`src/rtl/parallel_word_packer.sv`:
```
// -----------------------------------------------------------------------------
// parallel_word_packer
//
// Width up-converter in front of the parallel-shift split FIFO. Items of
// SPLIT_WIDTH bits arrive one per handshake and are packed into a word of
// NUM_SPLITS lanes. Item 0 goes to lane 0, which is bits SPLIT_WIDTH-1:0. The
// FIFO reads split 0 first, so items leave downstream in arrival order.
//
// A word is pushed when its last lane is written, or earlier on flush. On a
// flush, lanes that were never written keep PAD_VALUE.
//
// Ports
//   clk        single clock, all state on posedge
//   rstb       asynchronous active-low reset
//   inValid    upstream item present
//   inData     upstream item
//   inReady    packer accepts an item this cycle (high only in FILL)
//   flush      push the partially filled word, padded
//   fifoFull   downstream FIFO full; stalls the push while high
//   valid      one-cycle push strobe per word
//   data       packed word (registered)
//   busy       a lane is filled or a word is pending
//   wordCount  words pushed since reset, wraps
//   dbgState   FSM state (0 = FILL, 1 = HOLD)
//
// Handshake: an item transfers on a rising clk edge where inValid & inReady
// are both high. inValid may be raised while inReady is low. The item is then
// taken on the first edge where inReady is high, and inData must be held until
// that edge. The downstream side has no ready input. valid is a strobe that
// fires only when fifoFull is low, and a word is consumed on every edge where
// valid is high.
// -----------------------------------------------------------------------------
module parallel_word_packer #(
  parameter int unsigned             SPLIT_WIDTH          = 32,
  parameter int unsigned             NUM_SPLITS           = 8,
  parameter int unsigned             NUM_SPLITS_BIT_WIDTH = 3,
  parameter logic [SPLIT_WIDTH-1:0]  PAD_VALUE            = '0,
  parameter int unsigned             COUNT_WIDTH          = 32
) (
  input  logic                              clk,
  input  logic                              rstb,
  input  logic                              inValid,
  input  logic [SPLIT_WIDTH-1:0]            inData,
  output logic                              inReady,
  input  logic                              flush,
  input  logic                              fifoFull,
  output logic                              valid,
  output logic [NUM_SPLITS*SPLIT_WIDTH-1:0] data,
  output logic                              busy,
  output logic [COUNT_WIDTH-1:0]            wordCount,
  output logic                              dbgState
);

  localparam int unsigned WORD_WIDTH = NUM_SPLITS * SPLIT_WIDTH;
  localparam logic [NUM_SPLITS_BIT_WIDTH-1:0] LAST_LANE =
    NUM_SPLITS_BIT_WIDTH'(NUM_SPLITS - 1);
  localparam logic [WORD_WIDTH-1:0] PAD_WORD = {NUM_SPLITS{PAD_VALUE}};

  typedef enum logic {
    ST_FILL = 1'b0,
    ST_HOLD = 1'b1
  } state_e;

  state_e                          state_q, state_d;
  logic [NUM_SPLITS_BIT_WIDTH-1:0] lane_idx_q, lane_idx_d;
  logic [WORD_WIDTH-1:0]           lanes_q, lanes_d;
  logic [COUNT_WIDTH-1:0]          count_q, count_d;
  logic                            accept;
  logic                            push;

  always_comb begin
    state_d    = state_q;
    lane_idx_d = lane_idx_q;
    lanes_d    = lanes_q;
    count_d    = count_q;
    accept     = 1'b0;
    push       = 1'b0;
    if (state_q == ST_FILL) begin
      accept = inValid;
      if (accept) begin
        lanes_d[lane_idx_q*SPLIT_WIDTH +: SPLIT_WIDTH] = inData;
      end
      // A last-lane accept and a flush in the same cycle close the same
      // word, so only one push results. A flush with nothing accumulated
      // and nothing arriving is ignored.
      if ((accept && (lane_idx_q == LAST_LANE)) ||
          (flush && ((lane_idx_q != '0) || accept))) begin
        state_d    = ST_HOLD;
        lane_idx_d = '0;
      end else if (accept) begin
        lane_idx_d = lane_idx_q + NUM_SPLITS_BIT_WIDTH'(1);
      end
    end else begin
      push = ~fifoFull;
      if (push) begin
        // Clearing the lanes on the push edge means that a later flush
        // pads with PAD_VALUE, and data never changes while valid is high.
        state_d = ST_FILL;
        lanes_d = PAD_WORD;
        count_d = count_q + COUNT_WIDTH'(1);
      end
    end
  end

  always_ff @(posedge clk or negedge rstb) begin
    if (!rstb) begin
      state_q    <= ST_FILL;
      lane_idx_q <= '0;
      lanes_q    <= PAD_WORD;
      count_q    <= '0;
    end else begin
      state_q    <= state_d;
      lane_idx_q <= lane_idx_d;
      lanes_q    <= lanes_d;
      count_q    <= count_d;
    end
  end

  assign inReady   = (state_q == ST_FILL);
  assign valid     = push;
  assign data      = lanes_q;
  assign busy      = (state_q == ST_HOLD) || (lane_idx_q != '0);
  assign wordCount = count_q;
  assign dbgState  = (state_q == ST_HOLD);

endmodule
```
`config.mk`:
```
export PLATFORM = sky130hd
export DESIGN_NAME = parallel_word_packer
export DESIGN_NICKNAME = d
export VERILOG_FILES = /design/src/rtl/parallel_word_packer.sv
export SDC_FILE = /design/constraint.sdc
export NUM_CORES = 1
export LEC_CHECK = 0
export CAP_MARGIN = 20
export CORE_MARGIN = 2
export CORE_UTILIZATION = 48
export CTS_CLUSTER_DIAMETER = 150
export DETAILED_ROUTE_END_ITERATION = 8
export MAX_ROUTING_LAYER = met4
export PLACE_DENSITY_LB_ADDON = 0.08
export SETUP_SLACK_MARGIN = 0.15
export SYNTH_ARGS = -nofsm -noshare
export SYNTH_HDL_FRONTEND = slang
export SYNTH_SLANG_ARGS = --single-unit
```
`constraint.sdc`:
```
create_clock -name clk -period 2.68 [get_ports clk]
set_input_delay 0.536 -clock clk [delete_from_list [all_inputs] [get_ports clk]]
set_output_delay 0.536 -clock clk [all_outputs]
set_load 0.03 [all_outputs]
```
## Word-level counts from Yosys, hierarchy flattened

Index checks and enable logic that the tools add are counted.

- Reduce and logical (&&, ||, !) cells: 11
- Add/sub/neg operators: 3
- Equality and inequality tests: 2
- Bitwise operators: 2
- Shifts and indexed selects: 2
- Multiplexer cells: 10

Operators by type and width:

| operator | count |
|---|---|
| $mux 256 | 3 |
| $bwmux 256 | 1 |
| $shift 32x34->256 const A | 1 |
| $shiftx 32x34->256 | 1 |
| $neg 8->34 | 1 |
| $add 32x1->32 const B | 1 |
| $mux 3 | 2 |
| $reduce_and 2->1 | 3 |
| $mux 1 | 4 |
| $reduce_bool 2->1 | 2 |
| $add 3x1->3 const B | 1 |
| $eq 3x3->1 const B | 1 |
| $logic_or 1x1->1 | 3 |
| $reduce_bool 3->1 | 1 |
| $logic_and 1x1->1 | 2 |
| $ne 2x2->1 const B | 1 |
| $not 1->1 | 2 |

- Output and inout port bits: 292
- Flip-flop bits (word level): 292
- Word-level logic and storage cells: 34

## Longest topological paths before layout

- Depth after elaboration: 6
- Gate-level depth with buffers: 11
- Gate-level depth less buffers: 7

## Least setup slack after synthesis

OpenSTA, ideal clock, no wires.

- Path kind: register to register
- Start: register lane_idx_q[0]
- End: register lanes_q[130], in the netlist data[130]
- Slack: 390 ps
- Arrival time: 2207 ps
- Required time: 2597 ps
- Path buffers: 4
- Setup time: 83 ps
- Cell stages (with the launch flop): 12
- Path through: dfrtp_1 -> buf_2 -> inv_1 -> ha_1 -> ha_1 -> buf_4 -> o21a_1 -> and3_1 -> clkbuf_1 -> buf_2 -> nand2_1 -> o21ai_0

- Word-level cells in the longest chain between the ends: 5
- Elaborated cells on any way between the ends: 6
- Classes of those cells: add/sub: 1; shift: 2; mux: 3

RTL lines:

| item | RTL line | source |
|---|---|---|
| start, declared | 65 | `logic [NUM_SPLITS_BIT_WIDTH-1:0] lane_idx_q, lane_idx_d;` |
| start signal, assigned | 113 | `lane_idx_q <= lane_idx_d;` |
| $neg 8->34 (*) | 81 | `lanes_d[lane_idx_q*SPLIT_WIDTH +: SPLIT_WIDTH] = inData;` |
| $shiftx 32x34->256 or $shift 32x34->256 (tied branches) | 81 |  |
| $bwmux 256 (*) | 81 |  |
| $mux 256 (*) | 80 | `if (accept) begin` |
| $mux 256 (*) | 78 | `if (state_q == ST_FILL) begin` |
| end signal, assigned | 114 | `lanes_q <= lanes_d;` |
| end, declared | 66 | `logic [WORD_WIDTH-1:0] lanes_q, lanes_d;` |

Mark *: on every way between the ends. The rest lies on a longest branch, timed or not. The select of a mux whose other input is x is not followed.
A chain may end at the register's enable or synchronous reset.

## Worst setup path after layout

- Start: register lane_idx_q[1]
- End: output busy

- Word-level cells in the longest chain between the ends: 2

RTL lines:

| item | RTL line | source |
|---|---|---|
| $reduce_bool 3->1 | 122 | `assign busy = (state_q == ST_HOLD) \|\| (lane_idx_q != '0);` |
| $logic_or 1x1->1 | 122 |  |
| end, declared | 49 | `output logic busy,` |

Every way passes these cells.

==> impl_metrics.csv <==
group,metric,value,unit
status,status,"complete, no violations",
power_and_ir_drop,p_per_area,785,mW/mm^2
setup_path,critPathRequiredTime,2.14,ns
sta,fin_ws,0.228,ns
clocking,cts-buffers-inserted,30,
synthesis,synth_fp_nets,965,
power_and_ir_drop,peakVddDrop,535,uV
route,vias_per_cell,5.54,
clocking,post_cts_buffers,0,
synthesis,ys_seq_area_frac,0.635,
route,drtAntennaViolNets,0,
setup_path,worst-r2r-setup-slack,0.28,ns
sta,fin_crit,2.45,ns
sta,worst_pin_slew,1.04,ns
sta,hold_violations,0,
global_routing,grt_pass1_wl,54600,microns
synthesis,yosysUniqueCellTypes,40,
clocking,clk_latency,0.54,ns
die,start_util,0.490,
synthesis,syn_inst,920,
clocking,clk_pin_slew,0.06,ns
global_routing,grt.total_usage,0.285,
hold_path,holdPathStages,2,
power_and_ir_drop,p_leak,7.08,nW
hold_path,hold_path_class,"reg2reg",
placed_design,dp_hpwl,24000,microns
die,die_h,159,microns
setup_path,r2r-start,"lane_idx_q[1]",
cells_and_area,num-fill-cells,1720,
route,drc,0,
placed_design,pre_cts_ws,0.0756,ns
cells_and_area,final_layout_size_suffix_gt1_frac,0.0924,
clocking,clkSinkCount,292,
sta,fin_tns_setup,0,ns
die,std_cell_rows,56,
clocking,htreeDepth,1,
setup_path,setup.worst_path.end_class,"output port",
route,wirelength,35100,microns
setup_path,arrival,1.92,ns
sta,min_period_over_period,0.915,
cells_and_area,area_growth,40.0,%
global_routing,grt_pass1_vias,8787,
global_routing,grt_max_degree,74,
global_routing,antenna_found_initial,0,
synthesis,synth-seq-cells,292,
sta,finClkSkew,0.00748,ns
synthesis,ys_warn_count,0,
sta,relSlewSlack,0.307,
placed_design,numPortBuffers,328,
clocking,root_buffer,"clkbuf_16",
synthesis,synth_flop_cell,"dfrtp_1",
route,first_iter_violations,588,
die,fp.dieW,159,microns
die,die_area,0.0252,sq mm
cells_and_area,layout.nets,1271,
placed_design,place.gp.congestion,0.835,
route,vias,8662,
sta,rsz0062_at_grt,"no",
setup_path,critPathMaxFanout,6,
sta,max_freq,0.408,GHz
flow_run,drv_cap,0,
route,wl_per_cell,22.4,microns
clocking,clockBufferDepth,3,
route,first_pass_iters,6,
die,io_pins,329,
cells_and_area,n_antenna_cell,0,
global_routing,grt_overflow,0,
hold_path,hold_path_end,"data[149]",
synthesis,synthesis.area,0.0115,sq mm
hold_path,holdCritStartpoint,"data[149]",
synthesis,avgSynthCellArea,12.5,sq um
setup_path,r2r_cells,6,
synthesis,synth_edf_count,0,
sta,finalSetupViolCount,0,
synthesis,ys_async_sr_fraction,1.00,
setup_path,critical_path_class,"reg2out",
die,core_region_area,0.0235,sq mm
clocking,cts_tree,"yes",
sta,slew_viol_final,0,
setup_path,crit_path_start_kind,"flip-flop",
setup_path,reg2reg_to,"data[188]",
cell usage after synthesis, drive strengths merged, types with 2 or more instances:
master / number / area (sq um)
a21oi: 3 / 26.3
a22o: 192 / 1680
a31oi: 4 / 85.1
and2: 4 / 25.0
and3: 7 / 43.8
and4: 3 / 26.3
buf: 79 / 468
clkbuf: 14 / 52.6
dfrtp: 292 / 7310
ha: 8 / 100
inv: 6 / 22.5
nand2: 146 / 548
nand2b: 3 / 33.8
nand3: 15 / 85.1
nand4: 16 / 100
nor2: 8 / 32.5
nor2b: 3 / 26.3
nor3: 7 / 65.1
nor4: 4 / 76.3
o21ai: 68 / 340
xnor2: 29 / 254
xor2: 2 / 17.5
metal layers:
metal  global-route usage  vias to the layer above  part of all wire
met4               0.0817                        0             0.028
met3               0.0679                       59             0.079
met5                    -                        -                 0
met1                0.386                     4359              0.43
met2                0.434                      349              0.46
li1                     -                     3895                 -
power by group:
group          switching, mW  internal [mW]  total, mW
sequential             0.281           4.78       5.06
combinational           2.34           1.26       3.60
clock                   1.68           2.30       3.99
flip-flops by register name, indices dropped and copies added (netlist names):
| signal | cells |
|---|---|
| data | 256 |
| wordCount | 32 |
| lane_idx_q | 3 |
| dbgState | 1 |
cell usage in the layout, fill, tap and decap left out, types with 4 or more instances in the layout:
master and n:
clkdlybuf4s50_1 324, dfrtp_1 290, a22o_1 192, nand2_1 146, o21ai_0 40, clkbuf_16 31, xnor2_1 29, o21ai_1 28
buf_4 27, nand4_1 16, nand3_1 13, buf_12 10, ha_1 8, and3_1 7, clkbuf_1 7, nor2_1 6
clkinv_2 6, inv_1 5, nor3_2 4, a31oi_4 4, and2_1 4, clkbuf_8 4
final cells by class:
cell class                      instances  area (sq um)  area share
Multi-Input combinational cell        529          3710       0.230
Clock inverter                          9          75.1     0.00466
Sequential cell                       292          7310       0.454
Inverter                                6          22.5     0.00140
Timing Repair Buffer                  367          3730       0.232
Tap cell                              319           399      0.0248
Clock buffer                           42           857      0.0532
cells by family after synthesis:
group | Yosys count | synth area share
AOI/OAI and AO/OA | 270 | 0.188
xor gates and xnor gates | 31 | 0.0236
adders and majority gates | 8 | 0.00870
buffers and inverters | 99 | 0.0472
DFF | 292 | 0.635
and+or+nand+nor | 220 | 0.0971
worst max-delay path by stage:
stage,slack (ns),endpoint,from,cells after the start
final,0.23,busy,lane_idx_q[1],5
after CTS,0.15,busy,lane_idx_q[1],5
after global routing,0.15,busy,lane_idx_q[1],5
after floorplan,0.39,data[130],lane_idx_q[0],11
after global placement,0.12,data[81],fifoFull,5
after detailed placement,0.08,data[82],fifoFull,5
critical path, stage by stage, from the launching register on:
cell,delay (ns)
dfrtp_2,0.42
inv_1,0.08
ha_1,0.22
ha_1,0.21
nand2b_1,0.13
clkdlybuf4s15_2,0.32
through the flow:
stage	util	power, mW	instance area [sq um]	instances	hold slack, ns
finish	0.686	12.6	16100	1564	0.474
detailed placement	0.645	8.71	15100	1511	0.469
CTS	0.685	12.7	16100	1563	0.477
global placement	0.645	8.67	15100	1511	0.462
global route	0.686	13.2	16100	1564	0.500
floorplan	-	7.18	11500	920	0.240
repair_timing:
item | in CTS | in global routing
hold buffers | 1 | 0
gates resized for setup | 4 | 3
setup endpoints to repair | 2 | 82
hold endpoints to repair | 48 | 0
pin swaps | 0 | 0
No activity file was read; power rests on OpenSTA's default activity.
